$ cat src/rtl/fifo_wr_arbiter.sv
// fifo_wr_arbiter: round-robin burst arbiter sharing one sync FIFO write port
// among NUM_REQ valid/ready producers. A grant lasts up to MAX_BURST beats;
// the winner's data reaches the FIFO combinationally, gated by full_i.
module fifo_wr_arbiter #(
  parameter int NUM_REQ   = 4,
  parameter int DATA_W    = 8,
  parameter int MAX_BURST = 4
) (
  input  logic                      clk,
  input  logic                      rst,
  input  logic [NUM_REQ-1:0]        req_valid_i,
  input  logic [NUM_REQ*DATA_W-1:0] req_data_i,
  output logic [NUM_REQ-1:0]        req_ready_o,
  input  logic                      full_i,
  output logic                      wr_en_o,
  output logic [DATA_W-1:0]         data_o,
  output logic [NUM_REQ-1:0]        grant_o,
  output logic                      busy_o
);

  localparam int IDX_W = $clog2(NUM_REQ);
  localparam int CNT_W = $clog2(MAX_BURST) + 1;

  localparam logic [0:0] S_IDLE  = 1'b0;
  localparam logic [0:0] S_BURST = 1'b1;

  logic [0:0]       state;
  logic [IDX_W-1:0] grant_idx;
  logic [IDX_W-1:0] last_grant;
  logic [IDX_W-1:0] next_idx;
  logic [CNT_W-1:0] beat_cnt;
  logic             any_valid;
  logic             in_burst;
  logic             g_valid;
  logic             beat;
  logic             last_beat;

  assign in_burst  = (state == S_BURST);
  assign g_valid   = req_valid_i[grant_idx];
  // rst gates the beat so a mid-burst reset never writes in the reset cycle
  assign beat      = in_burst && g_valid && !full_i && !rst;
  assign last_beat = (beat_cnt == CNT_W'(MAX_BURST - 1));

  // Round-robin pick: first valid index after last_grant, wrapping to 0
  always_comb begin
    logic [IDX_W-1:0] cand;
    cand      = '0;
    next_idx  = last_grant;
    any_valid = 1'b0;
    for (int unsigned i = 1; i <= NUM_REQ; i++) begin
      cand = IDX_W'((32'(last_grant) + i) % NUM_REQ);
      if (!any_valid && req_valid_i[cand]) begin
        next_idx  = cand;
        any_valid = 1'b1;
      end
    end
  end

  // FIFO write port and per-requester handshake driven from the current grant
  always_comb begin
    req_ready_o = '0;
    grant_o     = '0;
    wr_en_o     = beat;
    data_o      = '0;
    busy_o      = in_burst;
    if (in_burst) begin
      grant_o[grant_idx] = 1'b1;
      if (!full_i && !rst) begin
        req_ready_o[grant_idx] = 1'b1;
      end
    end
    if (beat) begin
      data_o = req_data_i[grant_idx*DATA_W +: DATA_W];
    end
  end

  // Grant FSM: one arbitration cycle in IDLE, then hold grant until burst limit or release
  always_ff @(posedge clk) begin
    if (rst) begin
      state      <= S_IDLE;
      grant_idx  <= '0;
      beat_cnt   <= '0;
      last_grant <= IDX_W'(NUM_REQ - 1);
    end else begin
      case (state)
        S_IDLE: begin
          if (any_valid) begin
            grant_idx <= next_idx;
            beat_cnt  <= '0;
            state     <= S_BURST;
          end
        end
        S_BURST: begin
          if (!g_valid) begin
            state      <= S_IDLE;
            last_grant <= grant_idx;
            beat_cnt   <= '0;
          end else if (beat) begin
            if (last_beat) begin
              state      <= S_IDLE;
              last_grant <= grant_idx;
              beat_cnt   <= '0;
            end else begin
              beat_cnt <= beat_cnt + 1'b1;
            end
          end
        end
        default: state <= S_IDLE;
      endcase
    end
  end

endmodule
$ cat config.mk
export PLATFORM = sky130hd
export DESIGN_NAME = fifo_wr_arbiter
export DESIGN_NICKNAME = d
export VERILOG_FILES = /design/src/rtl/fifo_wr_arbiter.sv
export SDC_FILE = /design/constraint.sdc
export NUM_CORES = 1
export LEC_CHECK = 0
export CAP_MARGIN = 20
export CORE_UTILIZATION = 31
export CTS_CLUSTER_SIZE = 25
export DETAILED_ROUTE_END_ITERATION = 10
export HOLD_SLACK_MARGIN = 0.08
export PLACE_DENSITY = 0.77
export SLEW_MARGIN = 20
export SYNTH_ARGS = -nofsm -noshare
export SYNTH_HDL_FRONTEND = slang
export SYNTH_SLANG_ARGS = --single-unit
$ cat constraint.sdc
create_clock -name clk -period 1.7 [get_ports clk]
set_input_delay 0.255 -clock clk [delete_from_list [all_inputs] [get_ports clk]]
set_output_delay 0.255 -clock clk [all_outputs]
set_load 0.01 [all_outputs]
==> results.env, run 1 <==
RUN_STATUS='finished with violations'
VIOLATIONS='setup timing'
GRT_ANTENNA_BEFORE_REPAIR=0
FIN_NETS=209
CAP_VIOL_MAX_COUNT=0
PIN_COUNT_OF_THE_BIGGEST_NET_ENTERING_GLOBAL_ROUTING=16
GRT_PASS1_WL_UM=4719
CTS-ROOT-BUF='clkbuf_4'
YOSYSSEQAREASHARE_PCT=20.58
MAPPEDNETLISTAREA_UM2=778.2
TIMING.FINAL.HOLD_VIOLATIONS=0
WL_PER_CELL_UM=16.71
TIMING.SETUP.CRITICAL_PATH_CLASS='flip-flop to output pin'
TRITONCTS_NUM_SINKS=8
FIN_SKEW_NS=0.005502
SETUP_SLACK_NS=-0.2179
TRACK_USAGE_PCT=24.77
POST_ROUTE_CELLS_DRIVE_ABOVE_1_SHARE_PCT=38.92
PLACEMENTROWS=17
GRT_MOST_USED_LAYER='met2'
DIE_HEIGHT_UM=52.11
SYNTHESIS_WARNINGS=0
POWER_DENSITY_mW_PER_MM2=514.4
LEVEL_COUNT_OF_THE_CLOCK_H_TREE=1
NUMBER_OF_TOP_LEVEL_DESIGN_PORTS=57
R2R_PATH_START='grant_idx[0]'
NETLIST_TOP_CELLS_COUNT='11 x nor2b_1, 8 x dfxtp_1, 8 x nor2_1'
SYNTH_TOP_CELLS_BY_AREA='dfxtp_1 21%, mux4_1 20%, nor2b_1 8.8%'
PLACE_WORST_SETUP_SLACK_NS=-0.7231
DETAIL_ROUTE.DRC_VIOLATIONS=0
FINAL_MAX_SLEW_VIOL_COUNT=0
FINALCRITICALPERIOD_NS=1.918
DIE_W_UM=52.11
FINAL.SETUP.TNS_NS=-1.852
DRT_ITER0_MARKERS=15
CLOCKBUFFERDEPTH=2
TIMING.REG2REG.SETUP_SLACK_NS=-0.16
ANTENNADIODECOUNT=0
TRITONCTS.NUM_BUFFERS=3
HP-CLASS='flip-flop to flip-flop'
GRT_UTIL_MET1_PCT=29.44
GRT_SETUP_UNREPAIRED='true'
YOSYSUNIQUECELLTYPES=30
SYNTH_MOST_COMMON_CELL='nor2b_1'
SYNTH.FF_LATCH_COUNT=8
ROUTED_WIRE_LENGTH_UM=3259
SYNTH_TOP_AREA_SHARE_PCT=20.58
MAIN_FLOP_TYPE_AFTER_SYNTHESIS='dfxtp_1'
CTS_HOLD_REPAIR.BUFFERS=0
ROUTED-VIA-COUNT=1020
CP.REQUIRED_NS=1.44
USE_MET2_PCT=44.02
GRT_PASS1_VIAS=975
YS_ASYNC_SR_FRACTION_PCT=0
POSTROUTEANTENNANETS=0
WORST_SLEW_PIN_SLEW_NS=0.3969
CTS_TREE='done'
MAPPEDNETLISTNETS=126
FILLER_CELL_COUNT_IN_THE_FINAL_LAYOUT=200
PORT_BUFFERS=56
PLACEMENT.CELL_AREA_MM2=0.001483
GLOBALROUTE.TOTALOVERFLOW=0
TIMING.FMAX_MHz=521.4
IR_DROP_uV=527.6
YOSYSTOPAREACELL='dfxtp_1'
HPWLAFTERDP_UM=2322
SYN_AVG_CELL_AREA_UM2=9.049
WORST_R2R_ENDPOINT='beat_cnt[0]'
WORST_SETUP_HOLD_PATH_CLK_SLEW_NS=0.06
DESIGN.CORE.AREA_MM2=0.002297
GLOBAL_ROUTE_MET3_UTILIZATION_PCT=4.678
PLACER_CONGESTION=0.7402
FIN_CRIT_SH_PCT=112.8
MAX-SLEW-MARGIN-REL_PCT=73.30
CELLS_ON_WORST_REG2REG_PATH=5
NETLIST_INSTANCES=86
CRITICAL_PATH_ARRIVAL_NS=1.66
VIAS_PER_CELL=5.231
FINAL-SETUP-VIOL-COUNT=11
STDCELL_AREA_MM2=0.001540
AREA_GROWTH_SYN_TO_LAYOUT_PCT=97.91
SYNTH-EDFF-COUNT=0
CLK_LATENCY_NS=0.26
INITIAL_UTILIZATION_PCT=33.88
END_KIND='output pin'
CRITICAL_PATH.STARTPOINT_TYPE='flip-flop'
CRIT_PATH_START='grant_idx[0]'
DR.PASS1.ITERS=4
LEAKAGE_nW=0.6844
ENDPOINT='data_o[6]'
PATH_MAX_FANOUT=6
FP.DIEAREA_MM2=0.002715
-- worst max-delay path: stages (launching register included) --
cell     delay [ns]
dfxtp_4        0.37
mux4_2         0.52
nand2_2        0.08
or2_4          0.13
buf_6          0.12
nor2b_1        0.05
buf_2          0.14
-- sequential cells by signal (all words and copies together) (netlist names) --
name / flops
beat_cnt: 3
busy_o: 1
grant_idx: 2
last_grant: 2
-- cell usage in the layout, fill, tap and decap left out, types with 3 or more instances in the layout --
cell type        netlist  routed
buf_6                  1       5
inv_1                  4       4
clkdlybuf4s50_1        0      35
dfxtp_1                8       6
dlygate4sd2_1          0       7
nand2_1                6       5
nor2_1                 8       8
nor2b_1               11       8
buf_2                  0      13
clkbuf_4               0       3
a21oi_1                6       5
nor3_1                 5       4
nor2b_2                0       3
buf_4                  0      24
mux4_2                 3       7
-- what timing repair did --
item                       CTS  global route
cloned                       1             0
gates resized for setup     73             9
setup endpoints to repair   21            17
pin swaps                    3             2
setup buffers               10             0
-- how the worst min path moves through the flow --
stage	cells after the start	to	startpoint
2_1_floorplan	2	beat_cnt[1]	beat_cnt[1]
3_3_place_gp	2	beat_cnt[1]	beat_cnt[1]
3_5_place_dp	2	beat_cnt[1]	beat_cnt[1]
4_1_cts	2	beat_cnt[1]	beat_cnt[1]
5_1_grt	2	beat_cnt[1]	beat_cnt[1]
6_report	2	beat_cnt[1]	beat_cnt[1]
-- cell type report --
type / count / area (um2) / area share (%)
clock buffer: 3 / 22.52 / 1.462
inverter: 4 / 15.01 / 0.9748
multi-input combinational: 67 / 584.3 / 37.94
sequential: 8 / 165.2 / 10.72
tap: 28 / 35.03 / 2.275
timing repair buffer: 85 / 718.2 / 46.63
-- routing by layer --
layer  up-vias  part of all wire (%)
met5         -                     0
li1        489                     -
met4         0                   1.6
met2        37                    52
met3         6                   6.1
met1       488                    41
-- metrics by stage --
step / power (W) / hold slack (ns) / instances / utilization, %
finish: 0.0007923 / 0.4665 / 195 / 67.05
global route: 0.0008393 / 0.4894 / 195 / 67.05
CTS: 0.0007817 / 0.4683 / 195 / 66.67
detailed placement: 0.0005942 / 0.4586 / 181 / 64.54
global placement: 0.0005785 / 0.4512 / 181 / 64.54
floorplan: 0.0003966 / 0.4400 / 86 / -
-- report_power, final --
| group | switching [W] | internal, W | total [W] |
|---|---|---|---|
| clock | 0.0000691 | 0.0000811 | 0.000150 |
| sequential | 0.0000176 | 0.000205 | 0.000223 |
| combinational | 0.000152 | 0.000268 | 0.000420 |
-- logic make-up after synthesis --
| group | Yosys count | share of synthesized area [%] |
|---|---|---|
| simple gates | 40 | 28.30 |
| compound gates | 17 | 14.31 |
| buf+inv | 11 | 6.269 |
| fa+ha+maj | 1 | 1.607 |
| flops | 8 | 20.58 |
| mux | 9 | 28.94 |
No activity file was read; power rests on OpenSTA's default activity.
==> inputs of run 2 (changes only) <==
--- a/config.mk
+++ b/config.mk
@@ -6,11 +6,11 @@
 export NUM_CORES = 1
 export LEC_CHECK = 0
 export CAP_MARGIN = 20
-export CORE_UTILIZATION = 31
+export CORE_UTILIZATION = 36
 export CTS_CLUSTER_SIZE = 25
 export DETAILED_ROUTE_END_ITERATION = 10
 export HOLD_SLACK_MARGIN = 0.08
-export PLACE_DENSITY = 0.77
+export PLACE_DENSITY = 0.84
 export SLEW_MARGIN = 20
 export SYNTH_ARGS = -nofsm -noshare
 export SYNTH_HDL_FRONTEND = slang
==> constraint.sdc (replaced) <==
create_clock -name clk -period 2.3 [get_ports clk]
set_input_delay 0.345 -clock clk [delete_from_list [all_inputs] [get_ports clk]]
set_output_delay 0.345 -clock clk [all_outputs]
set_load 0.01 [all_outputs]
==> run 2 against run 1 <==
Cell area fell by 4.9%. Non-clock buffer count fell by 14. Via count fell by 4.1%. Routed wire length fell by 17%. Sequential cell count did not move. Clock power fell by 28%. Clock skew fell by 0.0012 ns. Die area fell by 13%. The flow now finishes without violations. Worst hold slack improved by 0.0089 ns. Clock-buffer cell count did not move. Largest cell class unchanged. Critical path depth did not move. Critical path type is now primary input to output pin. Power fell by 33%.
==> results.env, run 2 (synthesis results as in run 1) <==
CTS_HOLD_REPAIR.BUFFERS=0  # unchanged
TIMING.FINAL.HOLD_VIOLATIONS=0  # unchanged
WORST_SETUP_HOLD_PATH_CLK_SLEW_NS=0.05  # about the same
AREA_GROWTH_SYN_TO_LAYOUT_PCT=88.26
DESIGN.CORE.AREA_MM2=0.002002  # -13%
PIN_COUNT_OF_THE_BIGGEST_NET_ENTERING_GLOBAL_ROUTING=16  # unchanged
HP-CLASS='flip-flop to flip-flop'
TRITONCTS.NUM_BUFFERS=3  # unchanged
FP.DIEAREA_MM2=0.002352  # -13%
CRITICAL_PATH.STARTPOINT_TYPE='primary input'
PLACER_CONGESTION=0.7682  # +3.8%
GRT_PASS1_WL_UM=4402  # -6.7%
WORST_R2R_ENDPOINT='beat_cnt[0]'
TRITONCTS_NUM_SINKS=8  # unchanged
DIE_W_UM=48.50  # -6.9%
GRT_PASS1_VIAS=898  # -7.9%
GRT_MOST_USED_LAYER='met2'
PLACEMENTROWS=16  # -1
FINAL.SETUP.TNS_NS=0  # +1.852 ns
FINALCRITICALPERIOD_NS=2.225
LEAKAGE_nW=0.6421  # -6.2%
POWER_DENSITY_mW_PER_MM2=363.0  # -29%
LARGEST_REG_FLOPS=3  # unchanged
IR_DROP_uV=315.1  # -40%
FILLER_CELL_COUNT_IN_THE_FINAL_LAYOUT=162  # -19%
DR.PASS1.ITERS=4  # unchanged
END_KIND='output pin'
GRT_SETUP_UNREPAIRED='false'
SETUP_SLACK_NS=0.07477  # +0.2927 ns
VIAS_PER_CELL=5.433  # +3.9%
FINAL_MAX_SLEW_VIOL_COUNT=0  # unchanged
ROUTED-VIA-COUNT=978  # -4.1%
ROUTED_WIRE_LENGTH_UM=2709  # -17%
CAP_VIOL_MAX_COUNT=0  # unchanged
FIN_NETS=195  # -6.7%
CP.REQUIRED_NS=1.96  # +0.52 ns
MAX-SLEW-MARGIN-REL_PCT=77.21  # +3.9 points
USE_MET2_PCT=45.54  # +1.5 points
POSTROUTEANTENNANETS=0  # unchanged
GRT_UTIL_MET1_PCT=29.11  # -0.33 points
TIMING.FMAX_MHz=449.4
POST_ROUTE_CELLS_DRIVE_ABOVE_1_SHARE_PCT=15.69  # -23 points
CTS-ROOT-BUF='clkbuf_4'
RUN_STATUS='completed'
HOLD_PATH.STARTPOINT='beat_cnt[1]'
FIN_CRIT_SH_PCT=96.75
TIMING.SETUP.CRITICAL_PATH_CLASS='primary input to output pin'
DRT_ITER0_MARKERS=13  # -2
LEVEL_COUNT_OF_THE_CLOCK_H_TREE=1  # unchanged
REGMOSTFLOPS='beat_cnt'
TIMING.REG2REG.SETUP_SLACK_NS=0.44  # +0.60 ns
R2R_PATH_START='grant_idx[0]'
INITIAL_UTILIZATION_PCT=38.87  # +5.0 points
GRT_ANTENNA_BEFORE_REPAIR=0  # unchanged
DIE_HEIGHT_UM=48.50  # -6.9%
TOP_REGS='beat_cnt (3), grant_idx (2), last_grant (2)'
FIN_SKEW_NS=0.004338  # -0.001164 ns
NUMBER_OF_TOP_LEVEL_DESIGN_PORTS=57  # unchanged
GLOBAL_ROUTE_MET3_UTILIZATION_PCT=3.774  # -0.90 points
PATH_MAX_FANOUT=9  # +3
CLK_LATENCY_NS=0.26  # about the same
COMMONEST_NON_FILL_NON_TAP_CELL_IN_THE_LAYOUT='clkdlybuf4s50_1'
PLACE_WORST_SETUP_SLACK_NS=-0.2486  # +0.4744 ns
CLOCKBUFFERDEPTH=2  # unchanged
HOLD_PATH_END='beat_cnt[1]'
HPWLAFTERDP_UM=2230  # -3.9%
ANTENNADIODECOUNT=0  # unchanged
P_TOTAL_W=0.0005319  # -33%
CRITICAL_PATH_ARRIVAL_NS=1.88  # +0.22 ns
FINAL-SETUP-VIOL-COUNT=0  # -11
DETAIL_ROUTE.DRC_VIOLATIONS=0  # unchanged
CTS_TREE='done'
CELLS_ON_WORST_REG2REG_PATH=5  # unchanged
NUMBER_OF_STAGES_ON_THE_WORST_HOLD_PATH=2  # unchanged
WORST_SLEW_PIN_SLEW_NS=0.3418  # -0.05506 ns
GLOBALROUTE.TOTALOVERFLOW=0  # unchanged
TRACK_USAGE_PCT=24.68  # -0.088 points
WL_PER_CELL_UM=15.05  # -9.9%
LAYOUT_COMMON_CELLS='44 x clkdlybuf4s50_1, 15 x buf_4, 11 x nor2b_1, 11 x dlygate4sd2_1'
PORT_BUFFERS=56  # unchanged
## run 2: cell types whose count changed in the layout (fill, tap and decap cells not counted), sizes merged
cell and delta:
clkdlybuf4s50 +9, dlymetal6s2s +1, dlygate4sd2 +4, clkbuf -1, buf -27
## run 2: worst max-delay path by stage
stage	start	slack, ns	cells past startpoint	to
floorplan	grant_idx[0]	0.45	6	data_o[0]
detailed placement	req_valid_i[1]	-0.25	6	data_o[1]
finish	req_valid_i[3]	0.07	6	data_o[0]
CTS	full_i	0.04	5	req_ready_o[2]
global placement	req_valid_i[3]	-0.20	6	data_o[1]
global route	req_valid_i[3]	0.005	6	data_o[1]
## run 2: critical path: stages
cell and delay (ns):
clkdlybuf4s50_1 0.44, mux4_2 0.49, nand2_1 0.10, or2_4 0.17, nor2b_1 0.05, dlygate4sd2_1 0.28
## run 2: report_power, final
part / internal, W / switching (W)
clock: 0.0000598 / 0.0000486
combinational: 0.000167 / 0.0000939
sequential: 0.000151 / 0.0000117
total: 0.000378 / 0.000154
## run 2: metrics by stage
| step | instances | util, % | area (um2) | hold WS (ns) |
|---|---|---|---|---|
| after global routing | 180 | 73.19 | 1465 | 0.5185 |
| after detailed placement | 177 | 72.50 | 1451 | 0.4691 |
| after global placement | 177 | 72.50 | 1451 | 0.4530 |
| after CTS | 180 | 73.06 | 1463 | 0.4762 |
| after floorplan | 86 | - | 778.2 | 0.4400 |
| final | 180 | 73.19 | 1465 | 0.4754 |
## run 2: metal layers
metal | part of all wire [%] | vias up
li1 | - | 465
met5 | 0 | -
met2 | 52 | 46
met3 | 4.9 | 8
met1 | 42 | 459
met4 | 1.2 | 0
## run 2: final cells by class
class | count | area (um2) | area share [%]
Tap cell | 27 | 33.78 | 2.306
Clock buffer | 3 | 22.52 | 1.537
Sequential cell | 8 | 160.2 | 10.93
Inverter | 4 | 15.01 | 1.025
Timing Repair Buffer | 71 | 661.9 | 45.17
Multi-Input combinational cell | 67 | 571.8 | 39.03
## run 2: what timing repair did
action	in CTS	in global routing
resized for setup	12	1
setup endpoints to repair	11	1
setup buffers	0	0
==> inputs of run 3 (changes only) <==
--- a/config.mk
+++ b/config.mk
@@ -11,7 +11,7 @@
 export DETAILED_ROUTE_END_ITERATION = 10
 export HOLD_SLACK_MARGIN = 0.08
 export PLACE_DENSITY = 0.84
-export SLEW_MARGIN = 20
+export SLEW_MARGIN = 25
 export SYNTH_ARGS = -nofsm -noshare
 export SYNTH_HDL_FRONTEND = slang
 export SYNTH_SLANG_ARGS = --single-unit
==> results of run 3 <==
Final layout, timing and power as in run 2 (identical DEF).
